===== src/rtl/rgb_2g_pkg.sv =====
// Shared defaults and helpers for the RGB-to-grayscale converter.
// Luma weights are 8-bit fixed point and must sum to 2^FRAC_BITS.
package rgb_2g_pkg;

  localparam int unsigned NUM_PIXELS_DEF = 2361344;  // 2048 x 1153
  localparam int unsigned W_R_DEF        = 77;
  localparam int unsigned W_G_DEF        = 150;
  localparam int unsigned W_B_DEF        = 29;
  localparam int unsigned FRAC_BITS_DEF  = 8;
  localparam int unsigned ACC_W          = 18;

  // Round-half-up, shift out the fraction, then clamp to 8 bits.
  function automatic logic [7:0] round_sat8(input logic [ACC_W-1:0] acc,
                                            input int unsigned     frac_bits);
    logic [ACC_W-1:0] rnd;
    logic [ACC_W-1:0] shifted;
    rnd     = acc + (ACC_W'(1) << (frac_bits - 1));
    shifted = rnd >> frac_bits;
    if (shifted > ACC_W'(255))
      return 8'hff;
    else
      return shifted[7:0];
  endfunction

endpackage


===== src/rtl/rgb_2g_luma_mac.sv =====
// Combinational weighted sum of R, G, B with rounding and 8-bit saturation.
module luma_mac
  import rgb_2g_pkg::*;
#(
  parameter int unsigned W_R       = W_R_DEF,
  parameter int unsigned W_G       = W_G_DEF,
  parameter int unsigned W_B       = W_B_DEF,
  parameter int unsigned FRAC_BITS = FRAC_BITS_DEF
) (
  input  logic [7:0] data_0,
  input  logic [7:0] data_1,
  input  logic [7:0] data_2,
  output logic [7:0] luma
);

  logic [ACC_W-1:0] prod_r;
  logic [ACC_W-1:0] prod_g;
  logic [ACC_W-1:0] prod_b;
  logic [ACC_W-1:0] acc;

  always_comb begin
    prod_r = ACC_W'(W_R) * ACC_W'(data_0);
    prod_g = ACC_W'(W_G) * ACC_W'(data_1);
    prod_b = ACC_W'(W_B) * ACC_W'(data_2);
    acc    = prod_r + prod_g + prod_b;
    luma   = round_sat8(acc, FRAC_BITS);
  end

endmodule


===== src/rtl/rgb_2g.sv =====
// RGB-to-grayscale top: registered luma result and sticky end-of-frame flag.
// One pixel is accepted on every clock edge; there is no handshake.
module rgb_2g
  import rgb_2g_pkg::*;
#(
  parameter int unsigned NUM_PIXELS = NUM_PIXELS_DEF,
  parameter int unsigned W_R        = W_R_DEF,
  parameter int unsigned W_G        = W_G_DEF,
  parameter int unsigned W_B        = W_B_DEF,
  parameter int unsigned FRAC_BITS  = FRAC_BITS_DEF
) (
  input  logic               clk,
  input  logic               rst,
  input  logic [7:0]         data_0,
  input  logic [7:0]         data_1,
  input  logic [7:0]         data_2,
  input  logic signed [31:0] pixel,
  output logic [7:0]         result,
  output logic               done
);

  localparam logic signed [31:0] LAST_PIX = 32'(NUM_PIXELS - 1);

  if (W_R + W_G + W_B != 2 ** FRAC_BITS) begin : g_bad_weights
    $error("rgb_2g: luma weights must sum to 2^FRAC_BITS");
  end

  logic [7:0] luma;
  logic       is_last;

  luma_mac #(
    .W_R       (W_R),
    .W_G       (W_G),
    .W_B       (W_B),
    .FRAC_BITS (FRAC_BITS)
  ) u_luma_mac (
    .data_0 (data_0),
    .data_1 (data_1),
    .data_2 (data_2),
    .luma   (luma)
  );

  // Exact match only: negative or out-of-range indices never end the frame.
  assign is_last = (pixel == LAST_PIX);

  always_ff @(posedge clk) begin
    if (rst) begin
      result <= 8'h00;
      done   <= 1'b0;
    end else begin
      result <= luma;
      if (is_last)
        done <= 1'b1;
    end
  end

endmodule


===== config.mk =====
export PLATFORM = sky130hd
export DESIGN_NAME = rgb_2g
export DESIGN_NICKNAME = d
export VERILOG_FILES = /design/src/rtl/rgb_2g_pkg.sv /design/src/rtl/rgb_2g_luma_mac.sv /design/src/rtl/rgb_2g.sv
export SDC_FILE = /design/constraint.sdc
export NUM_CORES = 1
export LEC_CHECK = 0
export ABC_AREA = 1
export ABC_CLOCK_PERIOD_IN_PS = 23700
export CORE_UTILIZATION = 62
export DETAILED_ROUTE_END_ITERATION = 12
export PLACE_DENSITY = 0.9
export SLEW_MARGIN = 15
export SYNTH_ARGS = -nofsm -noshare
export SYNTH_HDL_FRONTEND = slang
export SYNTH_SLANG_ARGS = --single-unit
export TNS_END_PERCENT = 20

===== constraint.sdc =====
create_clock -name clk -period 23.7 [get_ports clk]
set_input_delay 4.74 -clock clk [delete_from_list [all_inputs] [get_ports clk]]
set_output_delay 4.74 -clock clk [all_outputs]
set_load 0.01 [all_outputs]

Word-level counts from Yosys, hierarchy flattened
Index checks and enable logic that the tools add are counted.

Muxes and demuxes: 1. Multipliers: 3. $add $sub $neg: 3. $lt $le $gt $ge: 1. Equality and inequality tests: 1.

Operators with widths (count): 32-bit by 23-bit == test with 1-bit output (second input constant) (1); 7-bit by 8-bit multiplier with 15-bit output (first input constant) (2); 18-bit by 13-bit adder with 18-bit output (1); 18-bit by 8-bit adder with 18-bit output (second input constant) (1); 15-bit by 16-bit adder with 17-bit output (1); 5-bit by 8-bit multiplier with 13-bit output (first input constant) (1); 10-bit by 8-bit greater-than comparator with 1-bit output (second input constant) (1); 8-bit two-way mux (1).

Logic and storage cells: 11. Input bits: 58. Bits in registers: 9. Output and inout bits: 9.

Longest topological paths before layout
Depth after elaboration: 6. Depth in mapped cells: 39. Mapped depth without buffers: 39.

By module
Synthesis repeated with hierarchy kept, for this count alone.

Cells, all modules: 516. Area, all modules: 4047.6 µm².

Modules (own cells, without submodules): luma_mac (sequential area each 0.0 µm², cells each 438, times used 1, area an instance 3603.5 µm²); rgb_2g (sequential area each 180.2 µm², cells each 78, times used 1, area an instance 444.2 µm²).

Worst setup path after synthesis
Ideal clock, no wire load.

Kind: in2reg. Start point: in data_1[4]. End point: reg result[3]. Library setup time: 110 ps. Required time: 23590 ps. Slack: 11912 ps. Buffers on the path: 0. Stages: 34. Arrival: 11678 ps. Cells stage by stage: ha_1 > ha_1 > inv_1 > fa_1 > fa_1 > inv_1 > ha_1 > a21oi_1 > o21ai_0 > a21oi_1 > xor2_1 > inv_1 > ha_1 > fa_1 > inv_1 > fa_1 > inv_1 > ha_1 > a21oi_1 > o21ai_0 > a21oi_1 > xnor2_1 > fa_1 > ha_1 > ha_1 > ha_1 > a21oi_2 > o21ai_1 > a21oi_1 > nand2_2 > nand2_4 > nand2_2 > nor2_2 > nor2_2.

Word-level cells in the longest chain between the ends: 6.

Ends and longest elaborated chain: start: declaration (RTL line rgb_2g.sv:15) `input logic [7:0] data_1,`; 7-bit by 8-bit multiplier with 15-bit output (*) (RTL line rgb_2g_luma_mac.sv:23) `prod_g = ACC_W'(W_G) * ACC_W'(data_1);`; 15-bit by 16-bit adder with 17-bit output (*) (RTL line rgb_2g_luma_mac.sv:25) `acc = prod_r + prod_g + prod_b;`; 18-bit by 13-bit adder with 18-bit output (*) (RTL line rgb_2g_luma_mac.sv:25); 18-bit by 8-bit adder with 18-bit output (*) (RTL line rgb_2g_pkg.sv:17) `rnd = acc + (ACC_W'(1) << (frac_bits - 1));`; 10-bit by 8-bit greater-than comparator with 1-bit output (RTL line rgb_2g_pkg.sv:19) `if (shifted > ACC_W'(255))`; 8-bit two-way mux (*) (RTL line rgb_2g_pkg.sv:19); end signal: assignment (RTL line rgb_2g.sv:51) `result <= luma;`; end: declaration (RTL line rgb_2g.sv:18) `output logic [7:0] result,`.

Mark *: on every way between the ends. The rest lies on a longest branch, timed or not. A chain may end at the register's enable or synchronous reset.

Final worst setup path
Start point: in data_1[6]. End point: reg result[1].

Same word-level chain as after synthesis.

==> results by group <==
Routing
  – Vias: ~4,000
  – Number of vias per cell: approximately 5.3
  – Iter 0 DRT Violations: 181
  – Wire per inst: 14.0 µm
  – Final ANT Viol Nets: 0
  – Routed wire length: approximately 11 mm
  – Residual DRC count: 0
  – Initial DRT Pass Iterations: 5

Finish
  – Final #Nets: 891
  – Fillcell total: a little over 500
  – Ant. Diodes: 0
  – Post-layout instance area: 5370 µm²
  – Area grow syn2layout: 18.2%
  – Layout cells sized above 1: under 10%

STA
  – Worst Tran Pin Value: 0.392 ns
  – Crit path time final: approximately 13 ns
  – Final Hold Fails: 0
  – # setup viols final: 0
  – Layout Skew: 0 ns
  – Max-slew violations: 0
  – Peak Freq: slightly below 80 MHz
  – RSZ-0062 raised after global routing: no
  – Setup TNS: 0 ns
  – Period utilisation layout: a little over half
  – Max-slew headroom: between 70% and 80%

Logic synthesis
  – Netlist cell types: 33
  – Leading area contributor after synthesis: ha_1
  – Ys Warns: 0
  – Top post-synthesis cells by area: ha_1, fa_1, inv_1, nand2_1, dfxtp_1
  – Syn_nets: approximately 800
  – Share of the synthesized area in the top cell type: ~33%
  – Average size of a mapped cell: roughly 7.6 µm²
  – Synthesized cell area: approximately 4500 µm²
  – Sequential element share of the synthesized area: between 3 and 4%
  – Seq cells post-synth: 9
  – Syn Inst Count: between 500 and 600

Die
  – Die Area: approximately 7700 µm²
  – Core ar.: around 6900 µm²
  – Chip height: just under 90 µm
  – Die X: about 88 µm
  – Initial Util: approximately 65%
  – Std cell rows: 30
  – IO Pins: 67

Clock network
  – CTS root buf: clkbuf_8
  – Post-CTS Resized: 0
  – Setup Fix Bufs, Post-CTS: 0
  – CTS tree: done
  – H-tree depth: 1
  – Clk_lat worst skew: around 0.23 ns
  – Clock buffers created by TritonCTS: 3
  – CTS Sinks: 9
  – Hold buffers post-CTS: 0
  – CTS max path bufs: 2
  – Clock transition at path regs: about 0.040 ns

Placement
  – Routability cong.: ~0.90
  – Cell Area, Placed: 5330 µm²
  – Input/output buffers: 66
  – Hpwl dp: just under 10 mm

Global routing
  – Total Routing Usage GR: between 20 and 30%
  – M3 GR Usage: between 3 and 4%
  – First-pass GRT wire length: 17.7 mm
  – Total gr overflow: 0
  – Most used routing layer: met2
  – Grt met2 use: between 50% and 60%
  – Met1 global-route usage: between 30% and 40%
  – Vias in the first global route: a little over 4,000
  – Largest net degree at the start of global routing: 9
  – Initial antenna violation count: 0

Setup path
  – CP top delay family: adder cells
  – Slowest cell delay on critical path: 0.58 ns
  – Critical path class: in -> reg
  – CP most frequent cell: ha_1
  – CP arrival: approximately 13 ns
  – Crit path max fanout: 7
  – Worst Setup Start Kind: input port
  – CP required: roughly 24 ns
  – Slowest-stage cell, CP: clkdlybuf4s50_1
  – CP endpoint kind: flip-flop
  – Worst path bufs/invs: 7

Run
  – Max_cap viols: 0

Run status
  – Outcome: completed

Min path
  – Hold Path Class: reg -> reg
## routing by layer
layer  up-vias  part of all wire, %
li1       2018                    -
met1      1856                   43
met2       152                   48
met3        20                  6.6
met4         0                  1.8
met5         -                    0
## synthesized netlist by cell type, drive strengths merged
cell type  count
inv          153
ha           121
nand2        117
fa            45
nor2          34
nand3         28
a21oi         27
xnor2         12
xor2          10
dfxtp          9
nand4          7
nor4           6
o21ai          6
o21bai         4
a21o           3
a31oi          3
nand3b         3
nor3           2
or2            2
a211oi         1
a31o           1
nor3b          1
o21a           1
## metrics by stage
stage	instances	hold slack, ns	setup slack (ns)	util (%)
final	762	0.496	11.04	77.3
after global routing	762	0.521	10.63	77.3
after CTS	762	0.505	11.07	77.3
after detailed placement	758	0.495	10.89	76.7
after global placement	758	0.468	11.08	76.7
after floorplan	596	0.509	11.91	-
## registers in the layout, indices dropped and copies added (netlist names)
| name | cells |
|---|---|
| result | 8 |
| done | 1 |
## logic make-up (layout without fill, tap and decap cells)
kind of cell,count (synthesis),count (layout),share of synthesized area (%)
AO/OA/AOI/OAI,46,46,6.14
XOR/XNOR,22,22,4.24
adder cells (fa/ha/maj),166,166,53.1
buffers and inverters,153,223,12.6
flip-flops,9,9,3.96
AND/OR/NAND/NOR,200,200,19.9
## final cells by class
class,count,area [µm²],area share (%)
tap,96,120,2.24
inverter,153,574,10.7
sequential,9,180,3.36
timing repair buffer,66,661,12.3
clock buffer,4,45.0,0.839
multi-input combinational,434,3790,70.6
## path summary, 6_finish.rpt
path                            startpoint         to  slack, ns  depth (start not counted)
worst max-delay path             data_1[6]  result[1]      11.04                         35
worst min-delay path                  done       done       0.50                          1
worst max register to register        done       done      23.10                          1
worst min register to register        done       done       0.50                          1
## cell usage in the layout (no fill, tap or decap), types with 2 or more instances in the layout
master	n
inv_1	153
o21ai_0	4
clkbuf_8	3
fa_1	45
a21oi_1	24
a21oi_2	2
nor4_1	5
or2_2	2
o21bai_1	4
nand2_2	4
ha_1	121
xor2_1	10
nor2_1	28
nand3b_1	3
a21o_1	3
nand2_1	112
nor2_2	4
xnor2_1	12
nor3_1	2
clkdlybuf4s50_1	66
dfxtp_1	9
a31oi_1	3
nand3_1	27
nand4_1	7
o21ai_1	2
Power is left out: the tool's default activity adds up to more than one toggle a clock period on the data nets, which glitch-free logic cannot reach.
